--- config.mk ---
export PLATFORM = sky130hd
export DESIGN_NAME = gray_word_decoder_flat
export DESIGN_NICKNAME = d
export VERILOG_FILES = /design/src/rtl/gray_word_if.sv /design/src/rtl/gray_word_decoder.sv /design/src/flat_wrapper.sv
export SDC_FILE = /design/constraint.sdc
export NUM_CORES = 1
export LEC_CHECK = 0
export ABC_AREA = 1
export CAP_MARGIN = 0
export CORE_MARGIN = 10
export CORE_UTILIZATION = 40
export CTS_BUF_LIST = sky130_fd_sc_hd__clkbuf_4 sky130_fd_sc_hd__clkbuf_8
export DETAILED_ROUTE_END_ITERATION = 16
export MAX_ROUTING_LAYER = met4
export SLEW_MARGIN = 25
export SYNTH_ARGS = -nofsm -noshare
export SYNTH_HDL_FRONTEND = slang
export SYNTH_SLANG_ARGS = --single-unit
--- constraint.sdc ---
create_clock -name clk -period 2.75 [get_ports clk]
set_input_delay 0.275 -clock clk [delete_from_list [all_inputs] [get_ports clk]]
set_output_delay 0.275 -clock clk [all_outputs]
set_load 0.005 [all_outputs]
--- src/rtl/gray_word_if.sv ---
// Valid/ready bundle for the Gray-word decoder: Gray words in, binary words out.
interface gray_word_if #(
  parameter int W = 8
);
  logic         in_valid;
  logic         in_ready;
  logic [W-1:0] in_gray;
  logic         out_valid;
  logic         out_ready;
  logic [W-1:0] out_bin;

  modport master (
    output in_valid, in_gray, out_ready,
    input  in_ready, out_valid, out_bin
  );

  modport slave (
    input  in_valid, in_gray, out_ready,
    output in_ready, out_valid, out_bin
  );
endinterface

--- src/rtl/gray_word_decoder.sv ---
// Bit-serial Gray-to-binary decoder: one bit per clock, MSB first, result held
// on a valid/ready port until consumed; counts delivered words for debug.
module gray_word_decoder #(
  parameter int W  = 8,
  parameter int CW = 16
) (
  input  logic          clk,
  input  logic          rst_n,
  gray_word_if.slave    bus,
  output logic          busy,
  output logic [CW-1:0] word_count
);
  localparam int IW = (W > 1) ? $clog2(W) : 1;

  typedef enum logic [1:0] {
    IDLE   = 2'd0,
    DECODE = 2'd1,
    DONE   = 2'd2
  } state_t;

  state_t         state_q, state_d;
  logic [W-1:0]   g_reg;
  logic [W-1:0]   res;
  logic [W-1:0]   out_bin_q;
  logic           acc;
  logic [IW-1:0]  idx;
  logic           bit_d;
  logic           accept;
  logic           deliver;
  logic           last_bit;

  assign bit_d    = acc ^ g_reg[idx];
  assign last_bit = (idx == '0);
  assign accept   = (state_q == IDLE) && bus.in_valid;
  assign deliver  = (state_q == DONE) && bus.out_ready;
  assign bus.out_bin = out_bin_q;

  always_ff @(posedge clk or negedge rst_n) begin
    if (!rst_n) begin
      state_q <= IDLE;
    end else begin
      state_q <= state_d;
    end
  end

  always_comb begin
    state_d       = state_q;
    bus.in_ready  = 1'b0;
    bus.out_valid = 1'b0;
    busy          = 1'b0;
    case (state_q)
      IDLE: begin
        bus.in_ready = 1'b1;
        if (accept) state_d = DECODE;
      end
      DECODE: begin
        busy = 1'b1;
        if (last_bit) state_d = DONE;
      end
      DONE: begin
        bus.out_valid = 1'b1;
        if (deliver) state_d = IDLE;
      end
      default: state_d = IDLE;
    endcase
  end

  // res is cleared on accept, so its bit 0 is still zero when the final bit
  // is folded in on the way to DONE.
  always_ff @(posedge clk or negedge rst_n) begin
    if (!rst_n) begin
      g_reg      <= '0;
      res        <= '0;
      acc        <= 1'b0;
      idx        <= '0;
      out_bin_q  <= '0;
      word_count <= '0;
    end else begin
      case (state_q)
        IDLE: begin
          if (accept) begin
            g_reg <= bus.in_gray;
            idx   <= IW'(W - 1);
            acc   <= 1'b0;
            res   <= '0;
          end
        end
        DECODE: begin
          acc <= bit_d;
          if (last_bit) begin
            out_bin_q <= res | W'(bit_d);
          end else begin
            res[idx] <= bit_d;
            idx      <= idx - IW'(1);
          end
        end
        DONE: begin
          if (deliver) word_count <= word_count + CW'(1);
        end
        default: ;
      endcase
    end
  end
endmodule

--- src/flat_wrapper.sv ---
// flat-port wrapper written by rule: the top's interface ports become plain ports
module gray_word_decoder_flat 
#(
  parameter int W  = 8,
  parameter int CW = 16
)
  (clk, rst_n, busy, word_count, bus_in_valid, bus_in_gray, bus_out_ready, bus_in_ready, bus_out_valid, bus_out_bin);
  gray_word_if #(.W(W)) bus_i ();
  input  logic clk;
  input  logic rst_n;
  output logic busy;
  output logic [CW-1:0] word_count;
  input wire logic [$bits(bus_i.in_valid)-1:0] bus_in_valid;
  input wire logic [$bits(bus_i.in_gray)-1:0] bus_in_gray;
  input wire logic [$bits(bus_i.out_ready)-1:0] bus_out_ready;
  output wire logic [$bits(bus_i.in_ready)-1:0] bus_in_ready;
  output wire logic [$bits(bus_i.out_valid)-1:0] bus_out_valid;
  output wire logic [$bits(bus_i.out_bin)-1:0] bus_out_bin;
  assign bus_i.in_valid = bus_in_valid;
  assign bus_i.in_gray = bus_in_gray;
  assign bus_i.out_ready = bus_out_ready;
  assign bus_in_ready = bus_i.in_ready;
  assign bus_out_valid = bus_i.out_valid;
  assign bus_out_bin = bus_i.out_bin;
  gray_word_decoder #(.W(W), .CW(CW)) u_core (.clk(clk), .rst_n(rst_n), .bus(bus_i), .busy(busy), .word_count(word_count));
endmodule
# Word-level counts from Yosys, hierarchy flattened
# Index checks and enable logic that the tools add are counted.
word_totals:
  inputBits: 12
  out_inout_bits: 27
  wordCells: 51
  regBits: 46
op_classes:
  bitwise_logic: 2
  n_reduce_logical: 12
  addsub: 2
  magnitude_cmp: 2
  muxes: 20
  n_eq_ne: 6
op_table:
  columns: ["operator", "n"]
  rows:
  - ["$add A16 B1 Y16 const B", 1]
  - ["$mux W8", 2]
  - ["$pmux W8 S2", 1]
  - ["$bwmux W8", 1]
  - ["$or A8 B1 Y8", 1]
  - ["$reduce_and A2 Y1", 4]
  - ["$mux W1", 6]
  - ["$mux W2", 3]
  - ["$mux W3", 2]
  - ["$ne A2 B1 Y1 const B", 3]
  - ["$pmux W2 S3", 1]
  - ["$pmux W3 S2", 1]
  - ["$reduce_and A3 Y1", 2]
  - ["$lt A3 B4 Y1 const B", 1]
  - ["$bmux W1 S3", 1]
  - ["$demux W1 S3", 1]
  - ["$ge A3 B1 Y1 const B", 1]
  - ["$logic_and A1 B1 Y1", 3]
  - ["$logic_not A3 Y1", 1]
  - ["$sub A3 B1 Y3 const B", 1]
  - ["$eq A2 B1 Y1 const B", 1]
  - ["$eq A2 B2 Y1 const B", 1]
  - ["$logic_not A2 Y1", 1]
  - ["$ne A2 B2 Y1 const B", 1]
  - ["3 further kinds", 3]

# Longest topological paths before layout
# Gate-level depths: netlist (run 1).
depth:
  depth_word: 7
  mapped_depth: 13
  ltp_nobuf: 11

# Worst setup path after synthesis (run 1)
# No wires, ideal clock.
synth_path:
  kind: "register to register"
  startpoint: "reg u_core.idx[0]"
  endpoint: "reg u_core.out_bin_q[1], in the netlist u_core.bus.out_bin[1]"
  path_slack_ns: 1.224
  setup_time_ns: 0.125
  arrival_ns: 1.402
  required_time_ns: 2.625
  path_stages_with_launch: 9
  period_less_slack_ns: 1.526
  path_buffers: 2
  path_cell_list: "dfrtp_1 -> buf_6 -> inv_2 -> buf_6 -> ha_1 -> inv_1 -> nor2_1 -> nand2_2 -> mux2_2"
synth_between:
  elab_chain_cells: 2
synth_rtl:
  columns: ["item", "line", "source"]
  rows:
  - ["start, declared", "gray_word_decoder.sv:26", "logic [IW-1:0] idx;"]
  - ["start signal, assigned", "gray_word_decoder.sv:83", "idx <= IW'(W - 1);"]
  - ["start signal, assigned", "gray_word_decoder.sv:94", "idx <= idx - IW'(1);"]
  - ["$logic_not A3 Y1", "gray_word_decoder.sv:33", "assign last_bit = (idx == '0);"]
  - ["$reduce_and A2 Y1 (no source line)", null, null]
  - ["end signal, assigned", "gray_word_decoder.sv:91", "out_bin_q <= res | W'(bit_d);"]
  - ["end, declared", "gray_word_decoder.sv:24", "logic [W-1:0] out_bin_q;"]
# Every way passes these cells.
# A chain may end at the register's enable or synchronous reset.

# Final worst setup path (run 1)
layout_path:
  startpoint: "reg u_core.state_q[0]"
  endpoint: "out busy"
layout_between:
  elab_chain_cells: 2
layout_rtl:
  columns: ["item", "line", "source"]
  rows:
  - ["start, declared", "gray_word_decoder.sv:21", "state_t state_q, state_d;"]
  - ["start signal, assigned", "gray_word_decoder.sv:42", "state_q <= state_d;"]
  - ["$eq A2 B1 Y1", "gray_word_decoder.sv:51", "case (state_q)"]
  - ["$mux W1", "gray_word_decoder.sv:51", null]
  - ["end, declared", "flat_wrapper.sv:11", "output logic busy;"]
# Every way passes these cells.

==> results of run 1 <==
==> logic make-up after synthesis <==
logic type | count (synthesis) | synth area share [%]
DFF | 46 | 51.7
and+or+nand+nor | 114 | 24.7
buffers and inverters | 30 | 5.84
muxes | 16 | 8.09
AOI/OAI and AO/OA | 8 | 2.53
xor gates and xnor gates | 14 | 5.51
adders and majority gates | 3 | 1.69
==> critical path, cell delays in order (launching register included) <==
cell,delay [ns]
dfrtp_1,0.42
inv_2,0.07
nor2_1,0.32
clkdlybuf4s50_1,0.59
==> metrics by stage <==
stage               std cells  hold slack, ns  cell area [sq um]  power, W  setup slack [ns]
floorplan                 231         -0.0206               2230   0.00173              1.22
global placement          337           0.469               2660   0.00206             0.964
detailed placement        337           0.319               2670   0.00207             0.947
CTS                       346           0.499               2790   0.00256             0.747
global route              346           0.522               2790   0.00273             0.671
finish                    346           0.491               2790   0.00252             0.781
==> power by group <==
part | switching, W | internal, W | total (W)
clock network | 0.000219 | 0.000254 | 0.000473
logic | 0.000554 | 0.000448 | 0.00100
registers | 0.000164 | 0.000881 | 0.00105
total | 0.000937 | 0.00158 | 0.00252
==> Yosys cell counts (all sizes together) <==
cell	number
buf	4
clkbuf	1
dfrtp	46
ha	3
inv	25
mux2	16
nand2	63
nand3	22
nand3b	1
nand4	2
nor2	23
nor3	3
o211ai	4
o21ai	3
o31ai	1
xnor2	5
xor2	9
==> layer usage <==
layer  routed length, um  vias up
met4                  57        0
met3                 181        4
met2                2140       23
met1                2100      764
li1                    -      815
met5                   0        -
==> area by class of cell <==
| cell class | instances | area share, % |
|---|---|---|
| Timing Repair Buffer | 40 | 14.2 |
| Tap cell | 72 | 3.23 |
| Sequential cell | 46 | 41.3 |
| Clock buffer | 8 | 3.95 |
| Multi-Input combinational cell | 155 | 33.9 |
| Inverter | 25 | 3.37 |
==> final timing paths <==
kind                                        from                    end  depth (start not counted)  slack [ns]
max                            u_core.state_q[0]                   busy                          3        0.78
min                        u_core.word_count[15]  u_core.word_count[15]                          2        0.49
max reg2reg                        u_core.idx[0]  u_core.bus.out_bin[5]                          6        1.01
min reg2reg                u_core.word_count[15]  u_core.word_count[15]                          2        0.49
max in group asynchronous                  rst_n             u_core.acc                          2        1.83
min in group asynchronous                  rst_n          u_core.idx[2]                          2        0.52
==> flow_metrics.env, run 1 <==
export IMPL_met1_usage_pct=13.2
export IMPL_num_antenna_cells=0
export IMPL_grt_start_max_net_pins=47
export IMPL_io_buffers=38
export IMPL_cts_buffers=5
export IMPL_p_leak_nw=1.40
export IMPL_synth_seq_area_share_pct=51.7
export IMPL_cts_repair_resized=0
export IMPL_max_freq_mhz=508
export IMPL_fill_cells=522
export IMPL_syn_instance_count=231
export IMPL_die_w_um=94.6
export IMPL_dp_hpwl_um=3320
export IMPL_period_share_pct=71.6
export IMPL_htreeDepth=2
export IMPL_critPathKind="reg -> out"
export IMPL_die_h_um=94.6
export IMPL_post_cts_setup_buffers=0
export IMPL_synth_warnings=0
export IMPL_grt_busiest_layer="met2"
export IMPL_critPathRequiredTime_ns=2.48
export IMPL_num_rows=27
export IMPL_synth_area_leaders="dfrtp_1 52%, nand2_1 9.3%, mux2_2 8.1%"
export IMPL_crit_path_end_kind="output pin"
export IMPL_syn_area_per_cell_sq_um=9.64
export IMPL_drv_slew=0
export IMPL_period_minus_slack_ns=1.97
export IMPL_grt_pass1_vias=1526
export IMPL_hold_viol=0
export IMPL_pin_count=39
export IMPL_start_util_pct=40.9
export IMPL_grt_met3_usage_pct=3.09
export IMPL_mostFrequentLayoutCells="55 x nand2_1, 46 x dfrtp_1, 37 x clkdlybuf4s50_1, 23 x inv_1"
export IMPL_ir_drop_uv=395
export IMPL_slew_headroom_pct=61.7
export IMPL_synth_top_cell_by_area="dfrtp_1"
export IMPL_setup_viol=0
export IMPL_status="completed"
export IMPL_first_iter_violations=41
export IMPL_drive_gt1_share_pct=15.7
export IMPL_grt_antenna_before_repair=0
export IMPL_largest_register_ffs=16
export IMPL_final_common_cell="nand2_1"
export IMPL_areaGrowthSynthToFinish_pct=25.1
export IMPL_synth_seq_cells=46
export IMPL_cts_tree="done"
export IMPL_core_area_sq_um=5440
export IMPL_rsz0062_at_grt="no"
export IMPL_nNetsFinal=288
export IMPL_power_density_nw_per_um2=904
export IMPL_wl_per_cell_um=13.0
export IMPL_drt_first_pass_iters=4
export IMPL_drc=0
export IMPL_die_area_sq_um=8950
export IMPL_cap_violations=0
export IMPL_grt_pass1_wl_um=7330
export IMPL_use_met2_pct=16.0
export IMPL_multi_input_area_sq_um=946
export IMPL_worst_slew_pin_slew_ns=0.575
export IMPL_clock_skew_ns=0.00675
export IMPL_min_path_type="reg -> reg"
export IMPL_viasPerCell=4.64
export IMPL_postLayoutCoreUtil_pct=51.2
export IMPL_ant_nets=0
export IMPL_regArea_sq_um=1150
export IMPL_grt_overflow_total=0
export IMPL_yosysTopAreaCellShare_pct=51.7
export IMPL_crit_fanout=5
export IMPL_synth_area_sq_um=2230
export IMPL_vias=1606
export IMPL_critPathArrivalTime_ns=1.69
export IMPL_hold_buffers=1
export IMPL_top_register="u_core.word_count"
export IMPL_grt_total_usage_pct=10.5
export IMPL_synth_net_count=246
export IMPL_clkTransAtPathRegs_ns=0.08
export IMPL_clk_latency_ns=0.29
export IMPL_gp_congestion=0.815
export IMPL_synth_cell_type_count=26
export IMPL_cts_sinks=46
export IMPL_root_buffer="clkbuf_8"
export IMPL_drt_total_wl_um=4480
export IMPL_start_kind="flop"
export IMPL_clockBufferDepth=2
export IMPL_tns_ns=0
(Power assumes the default switching activity.)
==> run 2: changes to the inputs <==
PLACE_DENSITY = 0.66   (was not set)
clock period = 1.6 ns   (was 2.75 ns; I/O delays follow)
==> flow_metrics.env, run 2 (synthesis results as in run 1) <==
export IMPL_ant_nets=0
export IMPL_first_iter_violations=85
export IMPL_p_sw_w=0.00166
export IMPL_crit_family="flip-flops"
export IMPL_top_register="u_core.word_count"
export IMPL_crit_path_end_kind="flop"
export IMPL_clkTransAtPathRegs_ns=0.08
export IMPL_mostFrequentLayoutCells="55 x nand2_1, 46 x dfrtp_1, 34 x clkdlybuf4s50_1, 23 x inv_1"
export IMPL_min_path_type="in -> async"
export IMPL_fin_cells=360
export IMPL_grt_antenna_before_repair=0
export IMPL_numPlacedInstances=348
export IMPL_ir_drop_uv=850
export IMPL_start_util_pct=40.9
export IMPL_max_freq_mhz=681
export IMPL_pin_count=39
export IMPL_tns_ns=0
export IMPL_period_minus_slack_ns=1.47
export IMPL_gp_congestion=0.770
export IMPL_io_buffers=38
export IMPL_slowest_delay_ns=0.39
export IMPL_clk_latency_ns=0.30
export IMPL_cts_tree="done"
export IMPL_top_layer="met4"
export IMPL_final_common_cell="nand2_1"
export IMPL_worst_slew_pin_slew_ns=0.568
export IMPL_cap_violations=0
export IMPL_cts_sinks=46
export IMPL_power_density_nw_per_um2=1550
export IMPL_num_antenna_cells=0
export IMPL_wl_met2_um=2090
export IMPL_cts_buffers=5
export IMPL_die_h_um=94.6
export IMPL_largest_register_ffs=16
export IMPL_setup_viol=0
export IMPL_critPathArrivalTime_ns=1.65
export IMPL_critPathKind="reg -> reg"
export IMPL_drc=0
export IMPL_areaGrowthSynthToFinish_pct=30.1
export IMPL_status="completed"
export IMPL_wl_met1_um=2130
export IMPL_num_rows=27
export IMPL_p_sw_share_pct=37.0
export IMPL_fill_cells=493
export IMPL_drt_total_wl_um=4480
export IMPL_rsz0062_at_grt="no"
export IMPL_grt_start_max_net_pins=47
export IMPL_critPathRequiredTime_ns=1.78
export IMPL_period_share_pct=91.8
export IMPL_seqPwrFrac_pct=38.8
export IMPL_hold_viol=0
export IMPL_slowest_stage="dfrtp_1"
export IMPL_drive_gt1_share_pct=19.8
export IMPL_die_area_sq_um=8950
export IMPL_path_buf_inv=2
export IMPL_clockBufferDepth=2
export IMPL_die_w_um=94.6
export IMPL_htreeDepth=2
export IMPL_grt_pass1_wl_um=7870
export IMPL_nNetsFinal=302
export IMPL_viasPerCell=4.56
export IMPL_crit_fanout=10
export IMPL_combPwrFrac_pct=44.6
export IMPL_clock_skew_ns=0.00700
export IMPL_intPower_w=0.00282
export IMPL_clkPwrFrac_pct=16.6
export IMPL_path_cells="inv_4 -> ha_1 -> inv_1 -> nor2_1 -> nand2_4 -> mux2_2"
export IMPL_postLayoutCoreUtil_pct=53.3
export IMPL_root_buffer="clkbuf_8"
export IMPL_drt_first_pass_iters=4
export IMPL_dp_hpwl_um=3270
export IMPL_p_leak_nw=1.48
export IMPL_met3WireLength_um=175
export IMPL_grt_total_usage_pct=11.3
export IMPL_slew_headroom_pct=62.1
export IMPL_drv_slew=0
export IMPL_grt_overflow_total=0
export IMPL_start_kind="flop"
export IMPL_grt_pass1_vias=1625
export IMPL_holdWs_ns=0.467
export IMPL_core_area_sq_um=5440
export IMPL_wl_per_cell_um=12.4
export IMPL_vias=1641
## run 2: cell types whose count changed in the layout (fill, tap and decap cells not counted), sizes merged
cell           change
dlygate4sd2        +3
clkbuf             -1
clkinv             +1
clkdlybuf4s50      -3
buf               +14
## run 2: worst reg2reg max path, delay by kind of cell, from the launching register on
kind / cells / cell delay, ns
adders and majority gates: 1 / 0.19
DFF: 1 / 0.39
muxes: 1 / 0.35
buffers and inverters: 2 / 0.17
and+or+nand+nor: 2 / 0.24
## run 2: path summary, 6_finish.rpt
path                                  startpoint                     to  slack, ns  cells past startpoint
max                                u_core.idx[0]  u_core.bus.out_bin[1]       0.13                      6
min in group clk                  bus_in_gray[7]        u_core.g_reg[7]       0.47                      2
max reg2reg                        u_core.idx[0]  u_core.bus.out_bin[1]       0.13                      6
min reg2reg                u_core.word_count[15]  u_core.word_count[15]       0.50                      2
min                                        rst_n   u_core.word_count[5]       0.47                      3
max in group asynchronous                  rst_n          u_core.idx[0]       0.74                      3
## run 2: power groups by stage
stage | Clock [W] | Combinational (W) | Sequential (W)
3_5_place_dp | 0 | 0.00196 | 0.00176
2_1_floorplan | 0 | 0.00126 | 0.00172
6_report | 0.000744 | 0.00200 | 0.00174
4_1_cts | 0.000781 | 0.00200 | 0.00174
5_1_grt | 0.000829 | 0.00229 | 0.00179
3_3_place_gp | 0 | 0.00193 | 0.00176
## run 2: repair_timing
action,in CTS,in global routing
pin swaps,0,1
cloned,0,0
buffers inserted,3,0
setup endpoints to repair,3,6
resized for setup,3,3
hold buffers,1,0
hold endpoints to repair,46,0
## run 2: through the flow
step	area [sq um]	power [W]	worst slack [ns]
after floorplan	2230	0.00297	0.0737
after global placement	2760	0.00369	0.0233
after detailed placement	2760	0.00372	0.00359
after CTS	2880	0.00451	0.0838
after global routing	2900	0.00490	0.0192
final	2900	0.00448	0.131
## run 2: layout make-up
type / count / area [sq um] / share of cell area, %
clock buffers: 7 / 90.1 / 3.11
clock inverters: 1 / 5.00 / 0.173
inverters: 25 / 96.3 / 3.32
multi-input cells: 155 / 958 / 33.1
flip-flops and latches: 46 / 1150 / 39.7
well taps: 72 / 90.1 / 3.11
repair buffers: 54 / 507 / 17.5
## run 2: per-layer routing
layer  GRT usage, %  vias to the layer above
li1               -                      848
met1           14.2                      769
met2           16.6                       17
met3           3.17                        7
met4           4.99                        0
met5              -                        -
==> run 3: changes to the inputs <==
CAP_MARGIN = not set   (was 0)
HOLD_SLACK_MARGIN = 0.06   (was not set)
SLEW_MARGIN = not set   (was 25)
==> results of run 3 <==
Final layout, timing and power as in run 2 (identical DEF).
